--- config.mk ---
export PLATFORM = sky130hd
export DESIGN_NAME = nand_sweep_ctrl
export DESIGN_NICKNAME = d
export VERILOG_FILES = /design/src/rtl/nand_sweep_ctrl.sv
export SDC_FILE = /design/constraint.sdc
export NUM_CORES = 1
export LEC_CHECK = 0
export CAP_MARGIN = 0
export CORE_MARGIN = 5
export CORE_UTILIZATION = 45
export DETAILED_ROUTE_END_ITERATION = 6
export MAX_ROUTING_LAYER = met4
export PLACE_DENSITY = 0.78
export SKIP_CTS_REPAIR_TIMING = 1
export SYNTH_ARGS = -nofsm -noshare
export SYNTH_HDL_FRONTEND = slang
export SYNTH_SLANG_ARGS = --single-unit
--- constraint.sdc ---
create_clock -name clk -period 3 [get_ports clk]
set_clock_uncertainty 0.1 [all_clocks]
set_input_delay 0.6 -clock clk [delete_from_list [all_inputs] [get_ports clk]]
set_output_delay 0.6 -clock clk [all_outputs]
set_load 0.01 [all_outputs]
--- src/rtl/nand_sweep_ctrl.sv ---
// Self-test sequencer: steps a 4-input gate through all 16 vectors, samples X, checks vs EXPECTED.
// Latency: done pulses 16*(SETTLE_CYCLES+1)+1 cycles after the accepting start edge.
// Backpressure: none; start is accepted only in IDLE, otherwise dropped (no queuing).
// Optional build macro SWEEP_STOP_ON_ERR_EN: end the sweep at the first mismatching vector.
module nand_sweep_ctrl #(
    parameter int unsigned SETTLE_CYCLES = 2,
    parameter logic [15:0] EXPECTED      = 16'h7FFF
) (
    input  logic        clk,
    input  logic        rst_n,
    input  logic        start_i,
    input  logic        x_i,
    output logic        a_o,
    output logic        b_o,
    output logic        c_o,
    output logic        d_o,
    output logic        busy_o,
    output logic        done_o,
    output logic [15:0] table_o,
    output logic [4:0]  err_count_o,
    output logic        pass_o
);

    typedef enum logic [1:0] {
        ST_IDLE   = 2'd0,
        ST_SETTLE = 2'd1,
        ST_SAMPLE = 2'd2,
        ST_DONE   = 2'd3
    } state_t;

    // Terminal settle count; unused when SETTLE_CYCLES is 0 because SETTLE is skipped.
    localparam logic [7:0] SETTLE_LAST = 8'(SETTLE_CYCLES - 1);
    localparam bit         NO_SETTLE   = (SETTLE_CYCLES == 0);

    state_t      state_q;
    logic [3:0]  vec_q;      // current vector index, driven directly onto A..D
    logic [7:0]  cnt_q;
    logic        busy_q;
    logic        done_q;
    logic [15:0] table_q;
    logic [4:0]  err_q;
    logic        pass_q;

    logic        mismatch;
    logic        stop_early;
    logic [15:0] table_d;
    logic [4:0]  err_d;

    // Sample-time updates of the result registers, applied on the SAMPLE exit edge.
    always_comb begin
        mismatch = (x_i != EXPECTED[vec_q]);
        table_d  = table_q | (16'(x_i) << vec_q);
        err_d    = err_q + {4'd0, mismatch};
`ifdef SWEEP_STOP_ON_ERR_EN
        stop_early = mismatch;
`else
        stop_early = 1'b0;
`endif
    end

    // Sweep FSM with all outputs registered; reset discards any partial result.
    always_ff @(posedge clk or negedge rst_n) begin
        if (!rst_n) begin
            state_q <= ST_IDLE;
            vec_q   <= 4'd0;
            cnt_q   <= 8'd0;
            busy_q  <= 1'b0;
            done_q  <= 1'b0;
            table_q <= 16'h0000;
            err_q   <= 5'd0;
            pass_q  <= 1'b0;
        end else begin
            case (state_q)
                ST_IDLE: begin
                    if (start_i) begin
                        vec_q   <= 4'd0;
                        cnt_q   <= 8'd0;
                        table_q <= 16'h0000;
                        err_q   <= 5'd0;
                        pass_q  <= 1'b0;
                        busy_q  <= 1'b1;
                        state_q <= NO_SETTLE ? ST_SAMPLE : ST_SETTLE;
                    end
                end
                ST_SETTLE: begin
                    if (cnt_q == SETTLE_LAST) begin
                        cnt_q   <= 8'd0;
                        state_q <= ST_SAMPLE;
                    end else begin
                        cnt_q <= cnt_q + 8'd1;
                    end
                end
                ST_SAMPLE: begin
                    table_q <= table_d;
                    err_q   <= err_d;
                    if (vec_q == 4'd15 || stop_early) begin
                        // Vector stays on A..D; pass reflects the final count.
                        busy_q  <= 1'b0;
                        done_q  <= 1'b1;
                        pass_q  <= (err_d == 5'd0);
                        state_q <= ST_DONE;
                    end else begin
                        vec_q   <= vec_q + 4'd1;
                        cnt_q   <= 8'd0;
                        state_q <= NO_SETTLE ? ST_SAMPLE : ST_SETTLE;
                    end
                end
                ST_DONE: begin
                    done_q  <= 1'b0;
                    state_q <= ST_IDLE;
                end
                default: begin
                    state_q <= ST_IDLE;
                end
            endcase
        end
    end

    assign a_o         = vec_q[3];
    assign b_o         = vec_q[2];
    assign c_o         = vec_q[1];
    assign d_o         = vec_q[0];
    assign busy_o      = busy_q;
    assign done_o      = done_q;
    assign table_o     = table_q;
    assign err_count_o = err_q;
    assign pass_o      = pass_q;

endmodule

### After elaboration in Yosys (flattened, before gate mapping)

Memory sizes are Yosys's and may differ from the RTL's.
Cells that the tools add are included.

| operators by class | value |
|---|---|
| add/subtract/negate cells | 3 |
| $lt $le $gt $ge | 1 |
| equality and inequality tests | 10 |
| shift-type cells | 1 |
| muxes and demuxes | 24 |
| bitwise gates (word level) | 1 |
| reductions and logical operators | 11 |

Operators by type and width:

| cell | number |
|---|---|
| $pmux W16 S2 | 1 |
| $mux W8 | 3 |
| $pmux W8 S3 | 1 |
| $mux W16 | 1 |
| $or A16 B16 Y16 | 1 |
| $shl A1 B4 Y16 | 1 |
| $pmux W5 S2 | 1 |
| $reduce_and A3 Y1 | 3 |
| $add A8 B1 Y8 const B | 1 |
| $eq A8 B1 Y1 const B | 1 |
| $mux W4 | 2 |
| $ne A2 B2 Y1 const B | 4 |
| $pmux W2 S4 | 1 |
| $pmux W4 S2 | 1 |
| $mux W1 | 6 |
| $mux W2 | 3 |
| $pmux W1 S2 | 3 |
| $reduce_and A2 Y1 | 3 |
| $add A5 B1 Y5 | 1 |
| $logic_not A5 Y1 | 1 |
| $lt A4 B5 Y1 const B | 1 |
| $mux W5 | 1 |
| $add A4 B1 Y4 const B | 1 |
| $eq A2 B2 Y1 const B | 2 |
| 6 further kinds | 7 |

| word-level totals | value |
|---|---|
| register bits | 38 |
| memory bits (read-only) | 16 |
| bits of input ports | 4 |
| output and inout bits | 28 |
| logic and storage cells | 60 |
| memories | 1 |

Memories:

| name | words | width | read ports | clocked after Yosys merged registers in | write ports | line | text |
|---|---|---|---|---|---|---|---|
| (name not given) | 16 | 1 | 1 | 0 | 0 | 51 | `mismatch = (x_i != EXPECTED[vec_q]);` |

### Depth between registers and ports, before layout

Gate-level depths: netlist of run 1.

| logic depth | value |
|---|---|
| depth after elaboration | 7 |
| gate-level depth with buffers | 8 |
| depth with buffers taken out | 8 |

### Least setup slack after synthesis of run 1

Ideal clock, no wire load.

| path | value |
|---|---|
| path type | reg-to-reg |
| start | reg vec_q[2] |
| end | reg pass_q, in the netlist pass_o |
| setup time | 110 ps |
| arrival | 2176 ps |
| required time | 2790 ps |
| path slack | 614 ps |
| cell stages (with the launch flop) | 8 |
| path buffers | 1 |
| period minus slack after synthesis | 2386 ps |
| path through | dfrtp_1 -> clkbuf_1 -> nand3_1 -> xor2_1 -> ha_1 -> ha_1 -> or4_1 -> o41ai_1 |

| on the way | value |
|---|---|
| longest elaborated chain between the ends | 7 |
| elaborated cells between the ends (all ways) | 10 |
| classes of those cells | add/sub: 1; eq/ne: 3; mux: 3; reduce/logical: 2; memory: 1 |

RTL lines:

| what | line | text |
|---|---|---|
| from (decl) | 36 | `logic [3:0] vec_q;` |
| from (signal assigned) | 103 | `vec_q <= vec_q + 4'd1;` |
| $mem_v2 Z16 W1 | - |  |
| $mux W1 (implied by the code) | 51 |  |
| $ne A1 B1 Y1 | 51 |  |
| $add A5 B1 Y5 | 53 | `err_d = err_q + {4'd0, mismatch};` |
| $logic_not A5 Y1 | 100 | `pass_q <= (err_d == 5'd0);` |
| $mux W1 | 96 | `if (vec_q == 4'd15 \|\| stop_early) begin` |
| $pmux W1 S2 | 73 | `case (state_q)` |
| to (signal assigned) | 100 |  |
| to (decl) | 42 | `logic pass_q;` |

Parallel ways exist; a longest one is shown, timed or not. The select of a mux whose other input is x is not followed.
A chain may end at the register's enable or synchronous reset.

### Worst setup path in the final report of run 1

| path | value |
|---|---|
| start | in x_i |
| end | reg pass_q, in the netlist pass_o |

| on the way | value |
|---|---|
| longest elaborated chain between the ends | 5 |

RTL lines:

| what | line | text |
|---|---|---|
| from (decl) | 12 | `input logic x_i,` |
| $ne A1 B1 Y1 | 51 |  |
| $add A5 B1 Y5 | 53 |  |
| $logic_not A5 Y1 | 100 |  |
| $mux W1 | 96 |  |
| $pmux W1 S2 | 73 |  |

No other way between the ends. The select of a mux whose other input is x is not followed.

==> results of run 1 <==
## Yosys cell counts, drive strengths merged, types with 4 or more instances
master   n  share of area, %
dfrtp   38                52
ha       6               4.1
nand4    4               1.7
a21oi   12               3.3
nor2b    5               1.7
nand3    7               1.9
nand2b   9               3.1
inv      4              0.82
a31oi    5               1.7
clkbuf   4              0.82
nor2    11               2.3
nand2   14               2.9
or3      4               1.4
a22o    10               4.8
o21ai   19               5.2
o31ai    4               1.6
## per-layer routing
metal / GRT usage, % / up-vias / share of wire, %
li1: - / 734 / -
met1: 20.1 / 720 / 46
met2: 23.6 / 45 / 47
met3: 4.24 / 7 / 6.2
met4: 6.04 / 0 / 1.5
met5: - / - / 0
## report_power, final
part,switching [µW],total (µW),internal [µW]
clock,168,346,177
sequential,0,512,512
combinational,12.4,16.2,3.81
total,181,874,693
## worst min path at each step
stage | end | slack [ps] | depth (start not counted)
3_5_place_dp | table_o[11] | 370 | 2
4_1_cts | vec_q[3] | 330 | 1
3_3_place_gp | table_o[12] | 360 | 2
5_1_grt | err_count_o[3] | 380 | 1
6_report | err_count_o[3] | 300 | 1
2_1_floorplan | busy_o | 200 | 0
## metrics by stage
step	worst slack (ps)	utilization [%]	hold slack [ps]	cells
2_1_floorplan	614	-	204	180
3_3_place_gp	290	55.1	361	258
3_5_place_dp	216	55.1	370	258
4_1_cts	532	57.2	334	264
5_1_grt	434	57.2	385	264
6_report	526	57.2	303	264
## logic make-up after synthesis
| family | share of synthesized area (%) |
|---|---|
| muxes | 0.614 |
| xor gates and xnor gates | 2.39 |
| DFF | 51.8 |
| and+or+nand+nor | 18.6 |
| AOI/OAI and AO/OA | 19.4 |
| adders and majority gates | 4.09 |
| buffers and inverters | 3.14 |
## layout make-up
class	count	area [µm²]
clock buffer	6	82.6
fill	362	1700
multi-input combinational	131	826
inverter	4	15.0
sequential	38	951
tap	50	62.6
timing repair buffer	35	335
## worst max-delay path: cells and delay by family
family / cells / cell delay, ps
adders and majority gates: 2 / 460
buffers and inverters: 1 / 490
xor gates and xnor gates: 2 / 360
AOI/OAI and AO/OA: 1 / 250
and+or+nand+nor: 1 / 400
## sequential cells by signal (all words and copies together), names as in the netlist
name	count
busy_o	1
vec_q	4
state_q	2
table_o	16
cnt_q	8
err_count_o	5
pass_o	1
done_o	1
## placed cells by master, fill, tap and decap left out, types with 7 or more instances in the layout
master and n:
nor2_1 11, a22o_1 10, nand2_1 14, a21oi_1 12
o21ai_0 18, dfrtp_1 38, nand2b_1 9, clkdlybuf4s50_1 30
nand3_1 7
==> out/metrics.cfg, run 1 <==
[route]
drtIter0Drc=68
finalWirelength_mm=3.84
drtPass1Iterations=4
drc_errors=0
wl_per_cell_um=14.5
via_per_inst=5.70
num_vias=1506
ant_nets=0

[setup_path]
crit_start=x_i
cpPeakStageDelay_ps=490
worstRegToRegCells=8
path_class=primary input to register
reg2reg_slack_ps=590
path_max_fanout=5
critical_path.startpoint_type=primary input
r2r-end=pass_o
r2r_start=vec_q[0]
crit_path_end=pass_o
cp.required_ps=3080
cp-end-kind=register
cp_slowest_cell=clkdlybuf4s50_1
crit_chain=clkdlybuf4s50_1 -> xor2_1 -> ha_1 -> ha_1 -> xor2_1 -> or4_1 -> o41ai_1
arrival_ps=2550

[floorplanning]
io-pin-count=32
die_h_um=73.8
die-area_um2=5450
die_w_um=73.8
coreArea_um2=3970
start_util_pct=46.2
num_rows=23

[timing]
worstMarginPinSlew_ps=829
finalSetupTns_ps=0
finalCritPeriodShare_pct=82.5
fmax_mhz=404
setup_viol=0
rsz0062_at_grt=no
hold_violations=0
slew_headroom_pct=44.7
finalCriticalPeriod_ps=2470
drv_slew=0

[run_status]
status=complete, no violations

[global_route]
antenna_found_initial=0
grt_pass1_vias=1337
grt_max_degree=39
grt_overflow=0
grtUsageTotal_pct=15.7
grt_first_pass_wirelength_mm=6.30

[yosys]
synth_edf_count=0
synthCells=180
synthFlopType=dfrtp_1
ys_types=35
ys_warn_count=0
ys_seq_elements=38
synthArstFlopShare_pct=100
seq_area_frac_synth_pct=51.8
syn-cell-area_um2=1830
avgSynthCellArea_um2=10.2
syn_nets=190

[cts]
cts_buffer_depth=2
clk_root_buffer_cell=clkbuf_8
htreeDepth=2
numCtsBuffers=5
path_clk_slew_ps=70
cts_tree=yes
cts.sinks=38
clkLatencyLatePin_ps=290

[flow_run]
cap_violations=0

[placed_design]
globalplace.congestion=0.851
hpwl_mm=2.75
io_buffers=31
place_area_um2=2190

[pwr]
power-per-cell-area_nw_per_um2=385
p_leak_uw=0.000992
power.total_uw=874
vdd_drop_max_uv=225

[finish]
fin_area_um2=2270
antenna_cells=0
area_growth_pct=23.9
nets=225
drive_gt1_share_pct=7.01

[min_path]
hp-class=primary input to async pin

(Power assumes the default switching activity.)
==> inputs of run 2 (changes only) <==
Clock period 3 ns to 2.5 ns, I/O delays scaled along.
==> out/metrics.cfg, run 2 (synthesized netlist as in run 1, its figures left out) <==
[run_status]
status=complete, no violations

[finish]
final_common_cell=dfrtp_1
multi_input_area_um2=826  ; unchanged
drive_gt1_share_pct=9.13  ; +2.1 points
area_growth_pct=25.3
ff_latch_area_um2=951  ; unchanged
fillCellCount=354  ; -2.2%
antenna_cells=0  ; unchanged
mostFrequentLayoutCells=dfrtp_1, clkdlybuf4s50_1, o21ai_0, nand2_1, a21oi_1
largest_register_ffs=16  ; unchanged
fin_area_um2=2300  ; +1.2%
nets=229  ; +1.8%

[timing]
finalCriticalPeriod_ps=2300
finalSetupTns_ps=0  ; unchanged
worstMarginPinSlew_ps=823  ; -5.58 ps
finalCritPeriodShare_pct=91.9
drv_slew=0  ; unchanged
fmax_mhz=435
hold_violations=0  ; unchanged
rsz0062_at_grt=no
setup_viol=0  ; unchanged
slew_headroom_pct=45.1  ; +0.37 points

[placed_design]
io_buffers=31  ; unchanged
hpwl_mm=2.88  ; +4.8%
place_area_um2=2220  ; +1.4%
globalplace.congestion=0.842  ; -1.0%

[setup_path]
critical_path.startpoint_type=primary input
r2r-end=pass_o
cp-end-kind=register
path_max_fanout=2  ; -3
worstRegToRegCells=7  ; -1
arrival_ps=2380  ; -170 ps
reg2reg_slack_ps=250  ; -340 ps
cp.required_ps=2590  ; -490 ps
r2r_start=vec_q[1]
path_class=primary input to register

[pwr]
comb_power_share_pct=2.0  ; about the same
seqPwrFrac_pct=59.6  ; +1.0 points
power-per-cell-area_nw_per_um2=449  ; +17%
vdd_drop_max_uv=216  ; -3.8%
power.share.switching_pct=21.7  ; +1.0 points
p_sw_uw=224  ; +24%
clkPwrFrac_pct=38.4  ; -1.1 points
p_leak_uw=0.00101  ; +2.1%
internal-power_uw=807  ; +16%

[cts]
clk_root_buffer_cell=clkbuf_8
htreeDepth=2  ; unchanged
numCtsBuffers=5  ; unchanged
cts_buffer_depth=2  ; unchanged
cts.sinks=38  ; unchanged
clkLatencyLatePin_ps=290  ; about the same
cts_tree=yes
path_clk_slew_ps=70  ; about the same

[floorplanning]
die_h_um=73.8  ; unchanged
io-pin-count=32  ; unchanged
num_rows=23  ; unchanged
start_util_pct=46.2  ; unchanged
coreArea_um2=3970  ; unchanged
die_w_um=73.8  ; unchanged
die-area_um2=5450  ; unchanged

[route]
wl_per_cell_um=15.0  ; +2.9%
ant_nets=0  ; unchanged
drtPass1Iterations=4  ; unchanged
via_per_inst=5.70  ; -0.16%
finalWirelength_mm=4.02  ; +4.9%
drc_errors=0  ; unchanged
drtIter0Drc=83  ; +22%
num_vias=1532  ; +1.7%

[min_path]
hp-class=primary input to async pin

[global_route]
grt_pass1_vias=1427  ; +6.7%
grt_max_degree=39  ; unchanged
grtUsageTotal_pct=16.2  ; +0.53 points
grt_first_pass_wirelength_mm=6.60  ; +4.8%
antenna_found_initial=0  ; unchanged
grt_overflow=0  ; unchanged

[flow_run]
cap_violations=0  ; unchanged

run 2: how the worst max path moves through the flow:
stage                   from  depth (start not counted)  slack, ps  endpoint
floorplan           vec_q[2]                          7        110    pass_o
global placement         x_i                          6        -60    pass_o
detailed placement       x_i                          6       -120    pass_o
CTS                      x_i                          6        200    pass_o
global route             x_i                          6        120    pass_o
finish                   x_i                          6        200    pass_o
run 2: layout make-up:
type                       count  area share, %
clock inverter                 2          0.435
timing repair buffer          39           15.9
sequential                    38           41.4
multi-input combinational    131           35.9
tap                           50           2.72
inverter                       4          0.653
clock buffer                   5           2.99
run 2: per-layer routing:
metal / up-vias / part of all wire (%) / global-route usage [%]
met2: 39 / 49 / 26.4
met5: - / 0 / -
met4: 0 / 0.87 / 5.03
met3: 4 / 5.2 / 4.51
met1: 751 / 45 / 19.5
li1: 738 / - / -
run 2: worst max-delay path: stages:
cell and delay (ps):
clkdlybuf4s50_1 450, xor2_1 180, ha_1 200, ha_1 290, or4_1 520, o41ai_1 240
run 2: stage by stage:
| step | hold slack (ps) | worst slack, ps | cells | utilization, % | power (µW) |
|---|---|---|---|---|---|
| 5_1_grt | 286 | 123 | 269 | 57.9 | 1070 |
| 3_5_place_dp | 375 | -117 | 262 | 55.9 | 648 |
| 3_3_place_gp | 364 | -62.2 | 262 | 55.9 | 648 |
| 6_report | 200 | 202 | 269 | 57.9 | 1030 |
| 4_1_cts | 235 | 201 | 269 | 57.9 | 1040 |
| 2_1_floorplan | 104 | 114 | 180 | - | 629 |
run 2: power groups by stage:
stage	Combinational [µW]	Sequential (µW)	Clock [µW]
2_1_floorplan	2.23	626	0
3_3_place_gp	21.5	626	0
3_5_place_dp	21.9	626	0
4_1_cts	21.8	614	405
5_1_grt	24.7	614	427
6_report	20.7	614	396
==> inputs of run 3 (changes only) <==
Settings changed: CELL_PAD_IN_SITES_DETAIL_PLACEMENT set to 1, CELL_PAD_IN_SITES_GLOBAL_PLACEMENT set to 1, CORE_UTILIZATION 45 to 40, PLACE_DENSITY 0.78 to 0.86.
==> out/metrics.cfg, run 3 (synthesized netlist as in run 1, its figures left out) <==
[run_status]
status=complete, no violations

[cts]
numCtsBuffers=5  ; unchanged
clkLatencyLatePin_ps=290  ; about the same
cts_tree=yes
path_clk_slew_ps=80  ; about the same
cts.sinks=38  ; unchanged
cts_buffer_depth=2  ; unchanged
htreeDepth=2  ; unchanged
clk_root_buffer_cell=clkbuf_8

[timing]
worstMarginPinSlew_ps=853  ; +29.9 ps
hold_violations=0  ; unchanged
drv_slew=0  ; unchanged
finalCriticalPeriod_ps=2300  ; -0.196 ps
setup_viol=0  ; unchanged
finalCritPeriodShare_pct=91.9  ; about the same
finalSetupTns_ps=0  ; unchanged
slew_headroom_pct=43.1  ; -2.0 points
finalWorstSetupSlack_ps=202  ; +0.196 ps
rsz0062_at_grt=no
hold_ws_ps=209  ; +8.75 ps
fmax_mhz=435  ; about the same

[route]
drtPass1Iterations=4  ; unchanged
via_per_inst=5.56  ; -2.4%
drtIter0Drc=50  ; -40%
finalWirelength_mm=4.55  ; +13%
ant_nets=0  ; unchanged
drc_errors=0  ; unchanged
num_vias=1507  ; -1.6%
wl_per_cell_um=16.8  ; +12%

[setup_path]
critical_path.startpoint_type=primary input
path_class=primary input to register
arrival_ps=2390  ; about the same
crit_start=x_i
cp-end-kind=register
r2r_start=vec_q[1]
path_max_fanout=2  ; unchanged
cp.required_ps=2590  ; about the same

[finish]
antenna_cells=0  ; unchanged
final_common_cell=dfrtp_1
fin_area_um2=2300  ; +0.11%
ff_latch_area_um2=951  ; unchanged
largest_register_ffs=16  ; unchanged
mostFrequentLayoutCells=dfrtp_1, clkdlybuf4s50_1, o21ai_0, nand2_1, a21oi_1
final_util_pct=52.1  ; -5.8 points
nets=229  ; unchanged
multi_input_area_um2=826  ; unchanged
fillCellCount=502  ; +42%
area_growth_pct=25.4
drive_gt1_share_pct=9.13  ; unchanged

[placed_design]
hpwl_mm=3.29  ; +14%
place_area_um2=2220  ; +0.11%
io_buffers=31  ; unchanged
post-place-ws_ps=-123  ; -6.05 ps
globalplace.congestion=0.774  ; -8.1%

[pwr]
power-per-cell-area_nw_per_um2=450  ; +0.29%
p_leak_uw=0.00101  ; unchanged
vdd_drop_max_uv=309  ; +43%

[global_route]
antenna_found_initial=0  ; unchanged
grt_overflow=0  ; unchanged
grtUsageTotal_pct=16.1  ; -0.078 points
grt_pass1_vias=1552  ; +8.8%
grt_max_degree=39  ; unchanged
grt_first_pass_wirelength_mm=7.65  ; +16%

[floorplanning]
coreArea_um2=4410  ; +11%
num_rows=24  ; +4.3%
die-area_um2=6040  ; +11%
start_util_pct=41.6  ; -4.6 points
die_w_um=77.7  ; +5.2%
die_h_um=77.7  ; +5.2%
io-pin-count=32  ; unchanged

[flow_run]
cap_violations=0  ; unchanged

[min_path]
hp-class=primary input to async pin

-- run 3: cell counts in the layout (fill, tap and decap cells not counted) --
Identical to the previous run, type by type.
-- run 3: per-layer routing --
metal	share of wire (%)	wire length [µm]	track usage, %	vias to the layer above
li1	-	-	-	738
met1	46	2080	19.0	731
met2	48	2180	26.5	31
met3	4.7	213	4.75	7
met4	1.5	70	4.98	0
met5	0	0	-	-
-- run 3: final timing paths --
| path | endpoint | slack [ps] | cells past startpoint |
|---|---|---|---|
| setup / recovery | pass_o | 200 | 6 |
| hold / removal | table_o[9] | 210 | 1 |
| setup reg to reg | pass_o | 260 | 7 |
| hold reg to reg | table_o[9] | 410 | 2 |
| max in group asynchronous | err_count_o[4] | 1550 | 1 |
| min in group clk | table_o[9] | 410 | 2 |
-- run 3: final cells by class --
class                   instances  share of cell area [%]
flip-flops and latches         38                    41.3
multi-input cells             131                    35.9
repair buffers                 39                    15.9
clock buffers                   5                    2.99
well taps                      52                    2.83
inverters                       4                   0.653
clock inverters                 2                   0.435
-- run 3: report_power, final --
part	internal, µW	leakage [µW]	switching [µW]	total [µW]
clock network	187	0.0000438	212	399
logic	5.63	0.000463	15.9	21.6
registers	614	0.000506	0	614
-- run 3: per-stage QoR --
stage | total power, µW | std cells
after floorplan | 629 | 180
after global placement | 648 | 264
after detailed placement | 649 | 264
after CTS | 1050 | 271
after global routing | 1080 | 271
final | 1040 | 271
-- run 3: critical path: stages --
cell,delay (ps)
clkdlybuf4s50_1,450
xor2_1,180
ha_1,210
ha_1,290
or4_1,530
o41ai_1,240
